## src/rtl/wash_panel_ctrl.sv

```systemverilog
// Coin/panel front end for the washing machine controller.
// Conditions raw switches, tracks credit and drives coin_in/double_wash/timer_pause.

module wash_panel_debounce #(
  parameter int DEBOUNCE_CYCLES = 16
) (
  input  logic clk,
  input  logic rst,
  input  logic raw,
  output logic evt
);

  localparam int CW = $clog2(DEBOUNCE_CYCLES) + 1;
  localparam logic [CW-1:0] CNT_LAST = CW'(DEBOUNCE_CYCLES - 1);

  logic [1:0]    sync_q;
  logic [CW-1:0] cnt_q;
  logic          level_q;
  logic          level_d_q;

  // sync chain, then accept a new level only after a full run of mismatches
  always_ff @(posedge clk) begin
    if (rst) begin
      sync_q    <= '0;
      cnt_q     <= '0;
      level_q   <= 1'b0;
      level_d_q <= 1'b0;
    end else begin
      sync_q    <= {sync_q[0], raw};
      level_d_q <= level_q;
      if (sync_q[1] != level_q) begin
        if (cnt_q == CNT_LAST) begin
          level_q <= sync_q[1];
          cnt_q   <= '0;
        end else begin
          cnt_q <= cnt_q + CW'(1);
        end
      end else begin
        cnt_q <= '0;
      end
    end
  end

  assign evt = level_q & ~level_d_q;

endmodule

module wash_panel_ctrl #(
  parameter int DEBOUNCE_CYCLES = 16,
  parameter int PRICE           = 4,
  parameter int DOUBLE_PRICE    = 6,
  parameter int CREDIT_W        = 4,
  parameter int ACK_TIMEOUT     = 64
) (
  input  logic                clk,
  input  logic                rst,
  input  logic                coin_raw,
  input  logic                dbl_btn_raw,
  input  logic                pause_btn_raw,
  input  logic [2:0]          machine_state,
  input  logic                wash_done,
  output logic                coin_in,
  output logic                double_wash,
  output logic                timer_pause,
  output logic [CREDIT_W-1:0] credit,
  output logic                busy
);

  typedef enum logic [2:0] {
    COLLECT  = 3'd0,
    LAUNCH   = 3'd1,
    WAIT_ACK = 3'd2,
    RUNNING  = 3'd3,
    DONE     = 3'd4
  } state_t;

  localparam int AW = $clog2(ACK_TIMEOUT) + 1;
  localparam logic [AW-1:0] ACK_LAST = AW'(ACK_TIMEOUT - 1);

  localparam logic [CREDIT_W-1:0] PRICE_C = CREDIT_W'(PRICE);
  localparam logic [CREDIT_W-1:0] DBL_C   = CREDIT_W'(DOUBLE_PRICE);
  localparam logic [CREDIT_W-1:0] CR_MAX  = '1;

  localparam logic [2:0] MS_IDLE = 3'd0;
  localparam logic [2:0] MS_SPIN = 3'd4;

  state_t state_q;
  state_t state_n;

  logic                coin_evt;
  logic                dbl_evt;
  logic                pause_evt;
  logic [CREDIT_W-1:0] credit_q;
  logic [CREDIT_W-1:0] credit_n;
  logic [CREDIT_W-1:0] price;
  logic                dbl_sel_q;
  logic                dbl_sel_n;
  logic                dw_q;
  logic                tp_q;
  logic                wd_q;
  logic [AW-1:0]       ack_cnt_q;
  logic                afford;
  logic                charge;
  logic                wd_rise;
  logic                spin;
  logic                ack_seen;
  logic                ack_expired;

  wash_panel_debounce #(
    .DEBOUNCE_CYCLES(DEBOUNCE_CYCLES)
  ) u_coin_db (
    .clk(clk),
    .rst(rst),
    .raw(coin_raw),
    .evt(coin_evt)
  );

  wash_panel_debounce #(
    .DEBOUNCE_CYCLES(DEBOUNCE_CYCLES)
  ) u_dbl_db (
    .clk(clk),
    .rst(rst),
    .raw(dbl_btn_raw),
    .evt(dbl_evt)
  );

  wash_panel_debounce #(
    .DEBOUNCE_CYCLES(DEBOUNCE_CYCLES)
  ) u_pause_db (
    .clk(clk),
    .rst(rst),
    .raw(pause_btn_raw),
    .evt(pause_evt)
  );

  assign price       = dbl_sel_q ? DBL_C : PRICE_C;
  assign afford      = (credit_q >= price);
  assign charge      = (state_q == COLLECT) && afford;
  assign wd_rise     = wash_done & ~wd_q;
  assign spin        = (machine_state == MS_SPIN);
  assign ack_seen    = (machine_state != MS_IDLE);
  assign ack_expired = (ack_cnt_q == ACK_LAST);

  // panel state register
  always_ff @(posedge clk) begin
    if (rst) begin
      state_q <= COLLECT;
    end else begin
      state_q <= state_n;
    end
  end

  // session sequencing
  always_comb begin
    state_n = state_q;
    unique case (state_q)
      COLLECT: begin
        if (afford) state_n = LAUNCH;
      end
      LAUNCH: begin
        state_n = WAIT_ACK;
      end
      WAIT_ACK: begin
        if (ack_seen) begin
          state_n = RUNNING;
        end else if (ack_expired) begin
          state_n = LAUNCH;
        end
      end
      RUNNING: begin
        if (wd_rise) state_n = DONE;
      end
      DONE: begin
        state_n = COLLECT;
      end
      default: begin
        state_n = COLLECT;
      end
    endcase
  end

  // pulse and level outputs; pause request drops as soon as spin ends
  always_comb begin
    coin_in     = (state_q == LAUNCH);
    busy        = (state_q != COLLECT);
    double_wash = dw_q;
    timer_pause = tp_q & spin;
    credit      = credit_q;
  end

  // credit charge/add and double-wash selection
  always_comb begin
    credit_n  = credit_q;
    dbl_sel_n = dbl_sel_q;
    if (charge) begin
      credit_n = credit_q - price;
    end
    if (coin_evt && (charge || credit_q != CR_MAX)) begin
      credit_n = credit_n + CREDIT_W'(1);
    end
    if (state_q == COLLECT && dbl_evt) begin
      dbl_sel_n = ~dbl_sel_q;
    end
    if (state_q == DONE) begin
      dbl_sel_n = 1'b0;
    end
  end

  // session datapath registers
  always_ff @(posedge clk) begin
    if (rst) begin
      credit_q  <= '0;
      dbl_sel_q <= 1'b0;
      dw_q      <= 1'b0;
      tp_q      <= 1'b0;
      wd_q      <= 1'b0;
      ack_cnt_q <= '0;
    end else begin
      credit_q  <= credit_n;
      dbl_sel_q <= dbl_sel_n;
      wd_q      <= wash_done;
      if (state_n == LAUNCH) begin
        dw_q <= dbl_sel_n;
      end else if (state_q == DONE) begin
        dw_q <= 1'b0;
      end
      if (state_q == DONE || !spin) begin
        tp_q <= 1'b0;
      end else if (state_q == RUNNING && pause_evt) begin
        tp_q <= ~tp_q;
      end
      if (state_q != WAIT_ACK) begin
        ack_cnt_q <= '0;
      end else if (!ack_seen) begin
        ack_cnt_q <= ack_cnt_q + AW'(1);
      end
    end
  end

endmodule
```

## config.mk

```make
export PLATFORM = sky130hd
export DESIGN_NAME = wash_panel_ctrl
export DESIGN_NICKNAME = d
export VERILOG_FILES = /design/src/rtl/wash_panel_ctrl.sv
export SDC_FILE = /design/constraint.sdc
export NUM_CORES = 1
export LEC_CHECK = 0
export CAP_MARGIN = 5
export CORE_AREA = 3 3 66 68
export CTS_BUF_LIST = sky130_fd_sc_hd__clkbuf_8
export CTS_CLUSTER_SIZE = 40
export DETAILED_ROUTE_END_ITERATION = 7
export DIE_AREA = 0 0 69 71
export GPL_ROUTABILITY_DRIVEN = 1
export PLACE_DENSITY = 0.75
export SETUP_SLACK_MARGIN = 0.02
export SKIP_LAST_GASP = 1
export SLEW_MARGIN = 0
export SYNTH_ARGS = -nofsm -noshare
export SYNTH_HDL_FRONTEND = slang
export SYNTH_HIERARCHICAL = 1
export SYNTH_SLANG_ARGS = --single-unit
```

## constraint.sdc

```tcl
create_clock -name clk -period 1.9 [get_ports clk]
set_input_delay 0.285 -clock clk [delete_from_list [all_inputs] [get_ports clk]]
set_output_delay 0.285 -clock clk [all_outputs]
set_load 0.005 [all_outputs]
```

After elaboration in Yosys (flattened, before gate mapping)
Index checks and enable logic that the tools add are counted.
- output and inout bits: 8
- bits of input ports: 9
- bits in registers: 45
- multiplexer cells: 12
- equal/unequal tests: 15
- magnitude comparators: 1
- $add $sub $neg: 6
- bitwise operators: 14
- reduce and logical (&&, ||, !) cells: 19
- operators with widths (cell ; number):
    $add 5x1->5 const B ; 3
    $eq 5x4->1 const B ; 3
    $mux 3 ; 4
    $pmux 3 s4 ; 1
    $not 1->1 ; 9
    $reduce_or 3->1 ; 3
    $mux 4 ; 2
    $add 7x1->7 const B ; 1
    $eq 7x6->1 const B ; 1
    $eq 3x1->1 const B ; 2
    $eq 3x2->1 const B ; 2
    $eq 3x3->1 const B ; 2
    $reduce_and 2->1 ; 3
    $reduce_bool 3->1 ; 2
    $and 1x1->1 ; 5
    $add 4x1->4 const B ; 1
    $ge 4x3->1 ; 1
    $logic_and 1x1->1 ; 4
    $mux 1 ; 4
    $ne 4x4->1 const B ; 1
    $reduce_or 2->1 ; 2
    $sub 4x3->4 ; 1
    $logic_not 3->1 ; 1
    $ne 1x1->1 ; 3
    other kinds (5) ; 6

Logic depth before layout (Yosys ltp)
- depth after elaboration: 6
- depth in mapped cells: 9
- gate-level depth less buffers: 9

Hierarchy
Netlist, hierarchy kept.
- by module, submodules not included (module ; cells each ; times used ; area each (µm²)):
    wash_panel_ctrl ; 122 ; 1 ; 1042.2
    wash_panel_debounce ; 30 ; 3 ; 319.1

Worst setup path before layout
No wires, ideal clock.
- kind: flip-flop to flip-flop
- from: reg credit_q[1], in the netlist credit[1]
- to: reg credit_q[2], in the netlist credit[2]
- arrival: 1972 ps
- data required time: 1830 ps
- path buffers: 0
- slack: -142 ps
- stages on the path, launching flop included: 10
- cells stage by stage: dfxtp_1 inv_1 ha_1 and3b_1 o31ai_1 or2_2 nand2_1 ha_1 a211o_1 a21oi_1
- word-level cells in the longest chain between the ends: 5
- ends and longest elaborated chain (what ; line ; RTL):
    start, declared ; 93 ; logic [CREDIT_W-1:0] credit_q;
    start signal, assigned ; 219 ; credit_q <= credit_n;
    $ge 4x3->1 ; 137 ; assign afford = (credit_q >= price);
    $logic_and 1x1->1 ; 138 ; assign charge = (state_q == COLLECT) && afford;
    $mux 4 / $logic_or 1x1->1 (equally long branches) ; 195, 198 ;
    $add 4x1->4 / $logic_and 1x1->1 (equally long branches) ; 199, 198 ;
    $mux 4 (*) ; 198 ; if (coin_evt && (charge || credit_q != CR_MAX)) begin
Every way passes the cells marked *; elsewhere a longest branch is shown, timed or not.
A chain may end at the register's enable or synchronous reset.

Worst setup path after layout
- from: reg credit_q[1], in the netlist credit[1]
- to: reg credit_q[1], in the netlist credit[1]
The elaborated chain is that of the path after synthesis.

==> implementation parameters <==
Parameter                              Value

Timing
  Final hold violations ... 0
  Post-route fraction of the period consumed by the critical path ... 100%
  Transition time at the pin with the least slew margin ... 0.508 ns
  Final critical-path required period ... 1.90 ns
  Setup tns final ... -0.000549 ns
  Max frequency ... 526 MHz
  Headroom to the max-slew limit ... 65.6%
  RSZ-0062 raised after global routing ... yes
  Number of pins with negative max-slew slack in the final report ... 0
  Hold slack ... 0.440 ns
  Setup slack after layout ... -0.000549 ns
  Count of endpoints failing setup in the final report ... 1
  Clock Skew ... 0.00665 ns

Synth
  Synthesized netlist net count ... 231
  Number of warnings reported in the yosys synthesis log ... 6
  Fraction of registers with async set or reset after synthesis ... 0%
  Synth Register Bits ... 45
  Yosys cell types ... 45
  Yosys top cell by area ... sky130_fd_sc_hd__dfxtp_1
  Sequential element share of the synthesized area ... 45.1%
  Number of flops mapped to enable cells by yosys ... 0
  Post-synthesis instance area ... 2000 sq um
  Synth Flop Type ... sky130_fd_sc_hd__dfxtp_1
  Share of the synthesized area in the top cell type ... 45.1%
  Cells after synthesis ... 212
  Largest cells by area after synthesis ... sky130_fd_sc_hd__dfxtp_1, sky130_fd_sc_hd__ha_1, sky130_fd_sc_hd__nor2_1
  Post-synthesis average cell area ... 9.43 sq um

Global route
  Tot GR Track Use ... 14.6%
  Largest net degree at the start of global routing ... 24
  Total global routing overflow ... 0
  Vias in the first global route ... 1354
  First-pass GRT wire length ... 5800 um
  Initial antenna violation count ... 0

Final layout
  Post-layout nets ... 263
  Diodes inserted ... 0
  Ratio of cells with drive above 1 in the final layout ... 17.6%
  Synthesis-to-layout area growth ... 23.3%
  Most used cells in the layout excluding fill and tap cells ... sky130_fd_sc_hd__dfxtp_1, sky130_fd_sc_hd__nor2_1, sky130_fd_sc_hd__clkdlybuf4s50_1
  Leading cell type in the layout, fill and taps excluded ... sky130_fd_sc_hd__dfxtp_1

Setup path
  Worst Path Max Fanout ... 2
  Critical Path End ... credit[1]
  Reg2Reg Setup Slack ... -0.0005 ns
  Capturing point of the worst reg2reg path ... credit[1]
  Start of the worst register-to-register path ... credit[1]
  Kind of end point of the critical path ... flop
  CP Class ... flop to flop
  Worst Reg-to-Reg Cells ... 9
  Crit start category ... flop
  Worst Path Arrival ... 2.10 ns
  Startpoint of the most critical setup path ... credit[1]
  Critical path required time ... 2.10 ns

Pwr
  Power density over the cells ... 830 nW/um^2
  Maximum VDD drop ... 0.000649 V
  Static power due to leakage ... 0.929 nW

Route
  Number of nets still failing antenna checks after routing ... 0
  Vias per cell ... 5.09
  1st-iter DRT viols ... 70
  Routed WL ... 3390 um
  DR vias ... 1496
  Total DRC errors in the routed layout ... 0
  Post-DR wirelength/cell ... 11.5 um
  TritonRoute pass-1 iters ... 4

Clocking
  Clock slew seen by the registers of the worst setup and hold paths ... 0.08 ns
  Worst-case clock buffer depth ... 2
  TritonCTS clock tree ... yes
  Maximum level of the CTS H-tree ... 2
  Root buffer selected by CTS ... sky130_fd_sc_hd__clkbuf_8
  Clock latency on the worst-skew pair ... 0.29 ns
  Sinks on the clock net ... 45
  Number of buffers created by CTS ... 5

Die
  I/O Pins ... 17
  Placeable core region ... 3910 sq um
  Area of the die ... 4900 sq um
  X dimension of the die ... 69 um
  Die outline height ... 71 um
  Standard-cell rows ... 23
  Effective utilization at floorplan ... 51.1%

Run status
  Failing checks ... negative setup slack
  Outcome ... complete, but fails checks

Job
  Number of violations of the max-capacitance limit ... 0

Placed design
  Port Buffers ... 16
  Weighted congestion reported at the end of routability-driven placement ... 0.827
  Total half-perimeter wirelength after legalization and detailed placement ... 2510 um

Min path
  Start point of the worst min-delay path ... u_pause_db/sync_q[0]
  Worst hold-check path type ... flop to flop
power by group:
part | switching, mW | total, mW | internal, mW
logic | 0.176 | 0.365 | 0.189
clock network | 0.300 | 0.682 | 0.382
registers | 0.0293 | 0.998 | 0.969
kinds of logic (layout without fill, tap and decap cells):
group           after synthesis  after routing  share of synthesized area [%]
fa+ha+maj                    10             10                           6.26
flops                        45             45                           45.1
simple gates                 93             93                           25.7
compound gates               22             22                           8.07
xor+xnor                     16             16                           7.01
buf+inv                      20             52                           4.88
mux                           6              6                           3.07
what timing repair did:
| item | in CTS | in global routing |
|---|---|---|
| pin swaps | 6 | 6 |
| setup endpoints to repair | 2 | 3 |
| setup buffers | 0 | 0 |
| cloned | 0 | 0 |
| gates resized for setup | 5 | 8 |
| hold buffers | 0 | 0 |
worst min-delay path by stage:
stage	to	slack, ns	cells after the start
floorplan	u_coin_db/level_d_q	0.36	1
global placement	u_pause_db/sync_q[1]	0.42	1
detailed placement	u_coin_db/sync_q[1]	0.42	1
CTS	u_coin_db/sync_q[1]	0.44	1
global route	u_pause_db/sync_q[1]	0.46	1
finish	u_pause_db/sync_q[1]	0.44	1
synth_stat cells, types with 2 or more instances:
| master | number |
|---|---|
| sky130_fd_sc_hd__nand3_1 | 6 |
| sky130_fd_sc_hd__inv_1 | 14 |
| sky130_fd_sc_hd__nand2_1 | 11 |
| sky130_fd_sc_hd__nand4_1 | 3 |
| sky130_fd_sc_hd__o31ai_1 | 2 |
| sky130_fd_sc_hd__nor2_1 | 31 |
| sky130_fd_sc_hd__a211oi_1 | 2 |
| sky130_fd_sc_hd__xor2_1 | 9 |
| sky130_fd_sc_hd__o21ai_0 | 3 |
| sky130_fd_sc_hd__clkbuf_1 | 2 |
| sky130_fd_sc_hd__mux2i_1 | 5 |
| sky130_fd_sc_hd__nor3_1 | 3 |
| sky130_fd_sc_hd__a311oi_1 | 3 |
| sky130_fd_sc_hd__a21oi_1 | 2 |
| sky130_fd_sc_hd__ha_1 | 10 |
| sky130_fd_sc_hd__and3b_1 | 2 |
| sky130_fd_sc_hd__buf_6 | 3 |
| sky130_fd_sc_hd__nor2b_1 | 16 |
| sky130_fd_sc_hd__nand3b_1 | 2 |
| sky130_fd_sc_hd__dfxtp_1 | 45 |
| sky130_fd_sc_hd__and3_1 | 6 |
| sky130_fd_sc_hd__or3_4 | 3 |
| sky130_fd_sc_hd__xnor2_1 | 7 |
flip-flops by register name, indices dropped and copies added, names as in the netlist, 3 cells and up:
register	flops
credit	4
u_pause_db/cnt_q	5
u_dbl_db/cnt_q	5
state_q	3
ack_cnt_q	7
u_coin_db/cnt_q	5
layer usage:
layer / share of wire [%] / track usage, % / wire length, um
met5: 0 / 0 / 0
met4: 2.2 / 7.16 / 73
met3: 3.1 / 4.40 / 105
met2: 44 / 22.8 / 1500
met1: 50 / 18.4 / 1710
metrics by stage:
| step | worst slack, ns | utilization (%) | std cells | cell area, sq um | total power, mW |
|---|---|---|---|---|---|
| 2_1_floorplan | 0.0247 | - | 212 | 2020 | 1.22 |
| 3_3_place_gp | 0.0785 | 59.0 | 287 | 2310 | 1.36 |
| 3_5_place_dp | -0.0499 | 59.0 | 287 | 2310 | 1.36 |
| 4_1_cts | -0.0178 | 62.1 | 294 | 2430 | 2.05 |
| 5_1_grt | -0.0498 | 63.0 | 294 | 2460 | 2.14 |
| 6_report | -0.000549 | 63.0 | 294 | 2460 | 2.05 |
critical path: stages, from the launching register on:
cell                       delay (ns)
sky130_fd_sc_hd__dfxtp_2         0.35
sky130_fd_sc_hd__inv_2           0.04
sky130_fd_sc_hd__ha_4            0.22
sky130_fd_sc_hd__and3b_2         0.23
sky130_fd_sc_hd__o31ai_4         0.20
sky130_fd_sc_hd__or2_4           0.18
sky130_fd_sc_hd__nand2_4         0.05
sky130_fd_sc_hd__ha_4            0.26
sky130_fd_sc_hd__nor2_2          0.03
sky130_fd_sc_hd__a311oi_2        0.24
area by class of cell:
| class | instances | area, sq um |
|---|---|---|
| clock buffers | 5 | 68.8 |
| multi-input cells | 147 | 1070 |
| well taps | 50 | 62.6 |
| inverters | 15 | 56.3 |
| clock inverters | 2 | 35.0 |
| flip-flops and latches | 45 | 903 |
| repair buffers | 30 | 265 |
| fillers | 326 | 1450 |
No activity file was read; power rests on OpenSTA's default activity.
